`config.mk`:
```
export PLATFORM = sky130hd
export DESIGN_NAME = apb_master
export DESIGN_NICKNAME = d
export VERILOG_FILES = /design/src/rtl/apb_master.sv
export SDC_FILE = /design/constraint.sdc
export NUM_CORES = 1
export LEC_CHECK = 0
export ABC_CLOCK_PERIOD_IN_PS = 4000
export CAP_MARGIN = 20
export CORE_AREA = 2 2 67 116
export DETAILED_ROUTE_END_ITERATION = 6
export DIE_AREA = 0 0 69 118
export HOLD_SLACK_MARGIN = 0.15
export PLACE_DENSITY_LB_ADDON = 0.2
export REMOVE_ABC_BUFFERS = 1
export SLEW_MARGIN = 20
export SYNTH_ARGS = -nofsm -noshare
export SYNTH_HDL_FRONTEND = slang
export SYNTH_SLANG_ARGS = --single-unit
```
`constraint.sdc`:
```
create_clock -name PCLK -period 4 [get_ports PCLK]
set_input_delay 0.4 -clock PCLK [delete_from_list [all_inputs] [get_ports PCLK]]
set_output_delay 0.4 -clock PCLK [all_outputs]
set_load 0.02 [all_outputs]
```
`src/rtl/apb_master.sv`:
```
// ---------------------------------------------------------------------------
// apb_master
//
// Single-outstanding APB4 requester. A valid/ready command port is turned
// into one APB SETUP + ACCESS transfer at a time, and the completion is
// reported back to the local controller as a one-cycle response pulse.
//
// Optional feature macro: APB_TIMEOUT_EN
//   defined   -> an ACCESS phase that sees PREADY low for TIMEOUT cycles is
//                abandoned and reported with rsp_error=1, rsp_rdata=0
//   undefined -> ACCESS waits on PREADY indefinitely, TIMEOUT is ignored
//
// Parameters
//   ADDWIDTH   address width (PADDR, cmd_addr)
//   DATAWIDTH  data width, multiple of 8
//   TIMEOUT    max ACCESS wait cycles (only with APB_TIMEOUT_EN), >= 1
//
// Ports
//   PCLK, PRESETn                 clock, synchronous active-low reset
//   cmd_valid / cmd_ready         command handshake (ready only in IDLE)
//   cmd_write, cmd_addr,
//   cmd_wdata, cmd_strb           command payload
//   rsp_valid, rsp_rdata,
//   rsp_error                     one-cycle completion pulse + held payload
//   PSEL, PENABLE, PWRITE, PADDR,
//   PWDATA, PSTRB                 APB requester outputs (all registered)
//   PRDATA, PREADY, PSLVERR       APB completer inputs (used only in ACCESS)
// ---------------------------------------------------------------------------
module apb_master #(
    parameter int ADDWIDTH  = 8,
    parameter int DATAWIDTH = 32,
    parameter int TIMEOUT   = 16
) (
    input  logic                     PCLK,
    input  logic                     PRESETn,
    input  logic                     cmd_valid,
    output logic                     cmd_ready,
    input  logic                     cmd_write,
    input  logic [ADDWIDTH-1:0]      cmd_addr,
    input  logic [DATAWIDTH-1:0]     cmd_wdata,
    input  logic [DATAWIDTH/8-1:0]   cmd_strb,
    output logic                     rsp_valid,
    output logic [DATAWIDTH-1:0]     rsp_rdata,
    output logic                     rsp_error,
    output logic                     PSEL,
    output logic                     PENABLE,
    output logic                     PWRITE,
    output logic [ADDWIDTH-1:0]      PADDR,
    output logic [DATAWIDTH-1:0]     PWDATA,
    output logic [DATAWIDTH/8-1:0]   PSTRB,
    input  logic [DATAWIDTH-1:0]     PRDATA,
    input  logic                     PREADY,
    input  logic                     PSLVERR
);

    typedef enum logic [1:0] {
        IDLE   = 2'd0,
        SETUP  = 2'd1,
        ACCESS = 2'd2
    } state_t;

    state_t                   r_state;
    state_t                   w_next;
    logic                     w_accept;
    logic                     w_done;
    logic                     w_timeout;

    logic                     r_psel;
    logic                     r_penable;
    logic                     r_pwrite;
    logic [ADDWIDTH-1:0]      r_paddr;
    logic [DATAWIDTH-1:0]     r_pwdata;
    logic [DATAWIDTH/8-1:0]   r_pstrb;
    logic                     r_rspValid;
    logic [DATAWIDTH-1:0]     r_rspRdata;
    logic                     r_rspError;

    // cmd_ready is decoded from state so a command can be accepted in the
    // same cycle the previous response pulses; it is masked during reset.
    assign cmd_ready = (r_state == IDLE) && PRESETn;
    assign w_accept  = cmd_valid && cmd_ready;
    assign w_done    = (r_state == ACCESS) && (PREADY || w_timeout);

`ifdef APB_TIMEOUT_EN
    localparam int CW = $clog2(TIMEOUT + 1);

    logic [CW-1:0] r_waitCnt;

    // Counts PREADY-low ACCESS cycles; cleared in SETUP so every transfer
    // starts its ACCESS phase from zero.
    always_ff @(posedge PCLK) begin
        if (!PRESETn) begin
            r_waitCnt <= '0;
        end else if (r_state == SETUP) begin
            r_waitCnt <= '0;
        end else if ((r_state == ACCESS) && !PREADY) begin
            r_waitCnt <= r_waitCnt + 1'b1;
        end
    end

    // The TIMEOUT-th stalled ACCESS cycle ends the transfer; a PREADY in
    // that same cycle still completes normally.
    assign w_timeout = (r_state == ACCESS) && !PREADY &&
                       (r_waitCnt == CW'(TIMEOUT - 1));
`else
    logic w_unusedTimeout;

    // Without the watchdog an ACCESS phase can only end on PREADY.
    assign w_timeout       = 1'b0;
    assign w_unusedTimeout = ^TIMEOUT;
`endif

    always_ff @(posedge PCLK) begin
        if (!PRESETn) begin
            r_state <= IDLE;
        end else begin
            r_state <= w_next;
        end
    end

    always_comb begin
        w_next = r_state;
        case (r_state)
            IDLE:    if (w_accept) w_next = SETUP;
            SETUP:   w_next = ACCESS;
            ACCESS:  if (w_done) w_next = IDLE;
            default: w_next = IDLE;
        endcase
    end

    // APB outputs and response are registered. Read commands drive zero
    // strobes and zero write data; the address phase values are left in
    // place after the transfer so the bus is quiet while idle.
    always_ff @(posedge PCLK) begin
        if (!PRESETn) begin
            r_psel     <= 1'b0;
            r_penable  <= 1'b0;
            r_pwrite   <= 1'b0;
            r_paddr    <= '0;
            r_pwdata   <= '0;
            r_pstrb    <= '0;
            r_rspValid <= 1'b0;
            r_rspRdata <= '0;
            r_rspError <= 1'b0;
        end else begin
            r_rspValid <= 1'b0;
            if (w_accept) begin
                r_psel    <= 1'b1;
                r_penable <= 1'b0;
                r_pwrite  <= cmd_write;
                r_paddr   <= cmd_addr;
                r_pwdata  <= cmd_write ? cmd_wdata : '0;
                r_pstrb   <= cmd_write ? cmd_strb  : '0;
            end
            if (r_state == SETUP) begin
                r_penable <= 1'b1;
            end
            if (w_done) begin
                r_psel     <= 1'b0;
                r_penable  <= 1'b0;
                r_rspValid <= 1'b1;
                r_rspError <= PREADY ? PSLVERR : 1'b1;
                r_rspRdata <= (PREADY && !r_pwrite && !PSLVERR) ? PRDATA : '0;
            end
        end
    end

    assign PSEL      = r_psel;
    assign PENABLE   = r_penable;
    assign PWRITE    = r_pwrite;
    assign PADDR     = r_paddr;
    assign PWDATA    = r_pwdata;
    assign PSTRB     = r_pstrb;
    assign rsp_valid = r_rspValid;
    assign rsp_rdata = r_rspRdata;
    assign rsp_error = r_rspError;

endmodule
```
==> impl_metrics.yaml <==
run_status:
  status: "finished, final reports clean"
setup_path:
  worstPathRequired_ns: 3.60
  r2r-start: "r_state[1]$_SDFFE_PN0P_"
  rr_worst_depth: 3
  startpoint: "PRESETn"
  slowest_stage: "clkdlybuf4s50_1"
  critical_path_buf_inv_count: 3
  max_stage_delay_ns: 0.63
  worstPathMaxFanout: 52
  reg2reg_to: "PWDATA[11]$_SDFFE_PN0P_"
  reg2reg_slack_ns: 2.35
  cp_top_family: "buffers and inverters"
  cp_cell_sequence: "buf_2, buf_4, nor3b_1, clkdlybuf4s50_1"
  cp_data_arrival_time_ns: 1.78
  endpoint_kind: "output pin"
  start_kind: "input pin"
  crit_type: "input pin to output pin"
floorplanning:
  core_area_sq_mm: 0.007182
  io_pins: 164
  die_w_um: 69
  rows: 41
  dieHeight_um: 118
  start_util_pct: 39.04
  die_area_sq_mm: 0.008142
logic_synthesis:
  synthAdderAreaFrac_pct: 0
  yosys_warnings: 0
  netlist_area_sq_mm: 0.002804
  yosys.area_share.xor_xnor_pct: 0
  synth_top_family_by_area: "compound AO/OA/AOI/OAI gates"
  synth_cells: 291
  synth-seq-cells: 83
  synth.area.mux_share_pct: 0
  synthSimpleGateAreaFrac_pct: 16.69
  synth_cell_types: 22
  syn_avg_cell_area_sq_um: 9.636
  yosysSeqAreaShare_pct: 59.26
  synth_compound_area_share_pct: 19.05
clock_tree:
  clk_pin_slew_ns: 0.05
  cts_buffers: 9
  cts-resized-gates: 0
  clock_path_buffers: 2
  cts_hold_repair.buffers: 0
  h-tree-depth: 3
  cts-root-buf: "clkbuf_16"
  post_cts_buffers: 0
  clock-sinks: 83
  insertion_delay_ns: 0.33
  cts_tree: "yes"
sta:
  slew_headroom_pct: 49.55
  finalHoldViolCount: 0
  grt_setup_unrepaired: "false"
  fin_crit_sh_pct: 54.48
  maxSlewViolCount: 0
  tns_ns: 0
  finalCriticalPeriod_ns: 2.179
  worstMarginPinSlew_ns: 0.7567
  max_freq_ghz: 0.4589
  skew_ns: 0.003916
  setup_viol: 0
final_layout:
  fin_nets: 525
  fillers: 620
  antenna_cells: 0
  final_common_cell: "clkdlybuf4s50_1"
  layout_common_cells: "162 x clkdlybuf4s50_1, 83 x dfxtp_1, 54 x nand2_1"
  seqCellArea_sq_mm: 0.001662
  drive_gt1_share_pct: 5.369
  multiInputGateArea_sq_mm: 0.001002
  final_cells: 533
  area_growth_pct: 69.12
global_route:
  grt_max_degree: 94
  antenna_found_initial: 0
  first_global_vias: 2515
  grtUsageTotal_pct: 18.34
  grt-ovfl-total: 0
  grt_pass1_wl_mm: 12.19
run:
  max_cap_viol_count: 0
placement:
  dp_cells: 518
  dp_hpwl_mm: 5.073
  port_buffers: 163
  gp_congestion: 0.7443
pwr:
  p_leak_uw: 0.001730
  peakVddDrop_v: 0.0003769
  p_per_area_mw_per_mm2: 406.6
min_path:
  hp-class: "flop to flop"
  worstHoldEndpoint: "PSTRB[0]$_SDFFE_PN0P_"
  hold_path_depth: 2
  hp-start: "PSTRB[0]$_SDFFE_PN0P_"
drt:
  route.detailed.drc: 0
  first_iter_violations: 112
  vias_per_cell: 4.921
  vias: 2623
  routed_wl_mm: 7.461
  wl_per_cell_um: 14.00
  drt.antenna.violating_nets: 0
  first_pass_iters: 4
final cells by class:
cell class	count	area share, %
clock buffer	14	6.201
clock inverter	1	0.1055
tap	86	2.269
timing repair buffer	168	35.25
multi-input combinational	181	21.13
sequential	83	35.04
worst max-delay path by stage:
stage | end | slack, ns | cells past startpoint
floorplan | PADDR[0]$_SDFFE_PN0P_ | 2.27 | 2
global placement | rsp_rdata[12]$_SDFFE_PN0P_ | 1.76 | 4
detailed placement | PWDATA[11]$_SDFFE_PN0P_ | 1.74 | 5
CTS | cmd_ready | 1.80 | 4
global route | cmd_ready | 1.72 | 4
finish | cmd_ready | 1.82 | 4
routing by layer:
metal  part of all wire, %  up-vias  track usage, %
li1                      -     1319               -
met1                    44     1163           22.35
met2                    44      130           27.58
met3                    10       11           8.390
met4                   1.8        0           8.088
met5                     0        -               0
stage by stage:
| stage | area, sq um | utilization, % | hold slack, ns | power, uW | setup slack (ns) |
|---|---|---|---|---|---|
| CTS | 4742 | 66.03 | 0.4592 | 1947 | 1.797 |
| global placement | 4428 | 61.66 | 0.4434 | 1138 | 1.757 |
| global route | 4742 | 66.03 | 0.4777 | 1998 | 1.722 |
| floorplan | 2664 | - | 0.5086 | 972.1 | 2.275 |
| detailed placement | 4443 | 61.86 | 0.4515 | 1144 | 1.739 |
| finish | 4742 | 66.03 | 0.4545 | 1928 | 1.821 |
power breakdown:
part	leakage, uW	internal (uW)	switching (uW)	total, uW
combinational	0.000905	139	110	249
sequential	0.000675	858	17.2	876
clock	0.000151	501	303	803
flip-flops by register name (all words and copies together), names as in the netlist:
register and count:
rsp_error 1, r_state 2, PSEL 1, PSTRB 4
PENABLE 1, PWRITE 1, PADDR 8, rsp_rdata 32
PWDATA 32, rsp_valid 1
kinds of logic (layout without fill, tap and decap cells):
family                 count (synthesis)  after routing
buffers and inverters                 27            183
AND/OR/NAND/NOR                      100            100
AO/OA/AOI/OAI                         81             81
flip-flops                            83             83
cell usage after synthesis:
| master | n | area (sq um) |
|---|---|---|
| dfxtp_1 | 83 | 1662 |
| nand2_1 | 54 | 202.7 |
| o21ai_0 | 45 | 225.2 |
| nand3_1 | 35 | 175.2 |
| a22o_1 | 33 | 289.0 |
| clkbuf_1 | 12 | 45.04 |
| buf_2 | 10 | 50.05 |
| buf_6 | 3 | 33.78 |
| nor2_1 | 2 | 7.510 |
| nor2b_1 | 2 | 12.51 |
| a21oi_1 | 1 | 5.000 |
| and2_1 | 1 | 6.260 |
| and4b_2 | 1 | 11.26 |
| and4bb_2 | 1 | 12.51 |
| buf_1 | 1 | 3.750 |
| buf_4 | 1 | 7.510 |
| nand3b_1 | 1 | 7.510 |
| nand4_1 | 1 | 6.260 |
| nor3b_1 | 1 | 7.510 |
| nor3b_4 | 1 | 18.77 |
| o211ai_1 | 1 | 7.510 |
| o21a_1 | 1 | 7.510 |
tightest hold or removal path: cells and delay by family (launching register included):
| family | cells | cell delay (ns) |
|---|---|---|
| AND/OR/NAND/NOR | 1 | 0.05 |
| flip-flops | 1 | 0.31 |
| AO/OA/AOI/OAI | 1 | 0.06 |
No activity file was read; power rests on OpenSTA's default activity.
==> edit, RTL diff (same flow settings) <==
`DATAWIDTH`: 32 -> 40.
--- a/src/rtl/apb_master.sv
+++ b/src/rtl/apb_master.sv
@@ -28,7 +28,7 @@
 // ---------------------------------------------------------------------------
 module apb_master #(
     parameter int ADDWIDTH  = 8,
-    parameter int DATAWIDTH = 32,
+    parameter int DATAWIDTH = 40,
     parameter int TIMEOUT   = 16
 ) (
     input  logic                     PCLK,
Ports: changed (6 resized); port bits go from 164 to 198. The function was not compared with the original's and may differ.
==> edit against the original RTL <==
- sequential share of layout area is 0.67 points higher
- core utilization is 12 points higher
- design area is 18% higher
- setup slack better by 0.17 ns
- sequential cell count is 17 higher
- synthesized area is 20% higher
- clock power is 2% lower
- routed wire length is 30% higher
- total power is 11% higher
- critical endpoint unchanged
==> edit: results (changes against the original RTL) <==
** Logic synthesis
- Register area share after synthesis :: 59.4% (was 59.3%)
- The post-synthesis compound-gate area fraction was 19.3% (was 19.1%).
- Average footprint of a synthesized cell :: 9.69 um2 (was 9.64 um2)
- Leading cell types by count after synthesis :: dfxtp_1 (100), nand2_1 (63), o21ai_1 (54) (was dfxtp_1 (83), nand2_1 (54), o21ai_0 (45))
- The number of distinct library cell variants in the gate-level netlist after synthesis is 21 (was 22).

** Setup path
- The startpoint of the worst-slack reg-to-reg timing path is r_state[0]$_SDFFE_PN0P_ (was r_state[1]$_SDFFE_PN0P_).
- Worst EP arrival :: 1.61 ns (was 1.78 ns)
- The worst-case reg-to-reg path depth is 4 (was 3).
- The worst flop-to-flop path endpoint was PWDATA[15]$_SDFFE_PN0P_ (was PWDATA[11]$_SDFFE_PN0P_).

** Routing
- Vias per inst :: 5.15 (was 4.92)
- The initial DRC count is 132 (was 112).
- Aggregate routed wire length :: 9.71 mm (was 7.46 mm)

** Clock tree
- The deepest level of the CTS H-tree came to 3 (unchanged).
- Clock transition at the registers of the reported paths :: 0.06 ns

** Layout
- Share of cells above drive strength 1 :: 4.31% (was 5.37%)
- Nets :: 628 (was 525)

** GRT
- Vias in the first global route :: 3110 (was 2515)
- The global-route wire length before repair was 15.3 mm (was 12.2 mm).
- The total global routing track utilization came to 23.3% (was 18.3%).

** Pwr
- Static leakage power :: 2.04 nW (was 1.73 nW)
- Proportion of power drawn by combinational gates :: 14.3% (was 12.9%)
- The switching share of power came to 23.7% (was 22.3%).
- Clock group share of total power :: 36.6% (was 41.7%)
- The clock group total power was 0.787 mW (was 0.803 mW).

** Worst hold path
- The worst-case hold path end point is PSTRB[3]$_SDFFE_PN0P_ (was PSTRB[0]$_SDFFE_PN0P_).
- Startpoint of the lowest-slack hold path :: PSTRB[3]$_SDFFE_PN0P_ (was PSTRB[0]$_SDFFE_PN0P_)

** Placed design
- IO Port Bufs :: 197 (was 163)
- Post-Place Cell Area :: 5310 um2 (was 4440 um2)
- The half-perimeter wire length after placement came to 6.70 mm (was 5.07 mm).
- The final weighted congestion of routability-driven global placement is 0.739 (was 0.744).

** Timing
- Layout Skew :: 0.00453 ns (was 0.00392 ns)
- The worst-margin pin slew was 0.480 ns (was 0.757 ns).
- Max Fclk :: 0.499 GHz (was 0.459 GHz)

** Outcome
- Status: completed (unchanged).
## edit: area by class of cell
type	count	area, um2
fillers	524	1580
multi-input cells	216	1200
well taps	86	108
clock buffers	12	246
repair buffers	202	2020
flip-flops and latches	100	2000
clock inverters	4	25.0
## edit: worst max-delay path by stage
stage,from,endpoint
CTS,PRESETn,cmd_ready
detailed placement,cmd_valid,PWDATA[1]$_SDFFE_PN0P_
finish,PRESETn,cmd_ready
global route,PRESETn,cmd_ready
floorplan,cmd_valid,PSTRB[0]$_SDFFE_PN0P_
global placement,cmd_valid,PSTRB[2]$_SDFFE_PN0P_
## edit: metal layers
layer,track usage (%),vias up,share of wire [%]
met3,9.25,11,9.8
met2,39.0,160,49
met1,27.2,1450,40
li1,-,1575,-
met5,0,-,0
met4,7.23,0,1.7
## edit: worst max-delay path, cell delays in order
cell             delay, ns
buf_2                 0.34
nor3b_1               0.23
clkdlybuf4s50_1       0.63
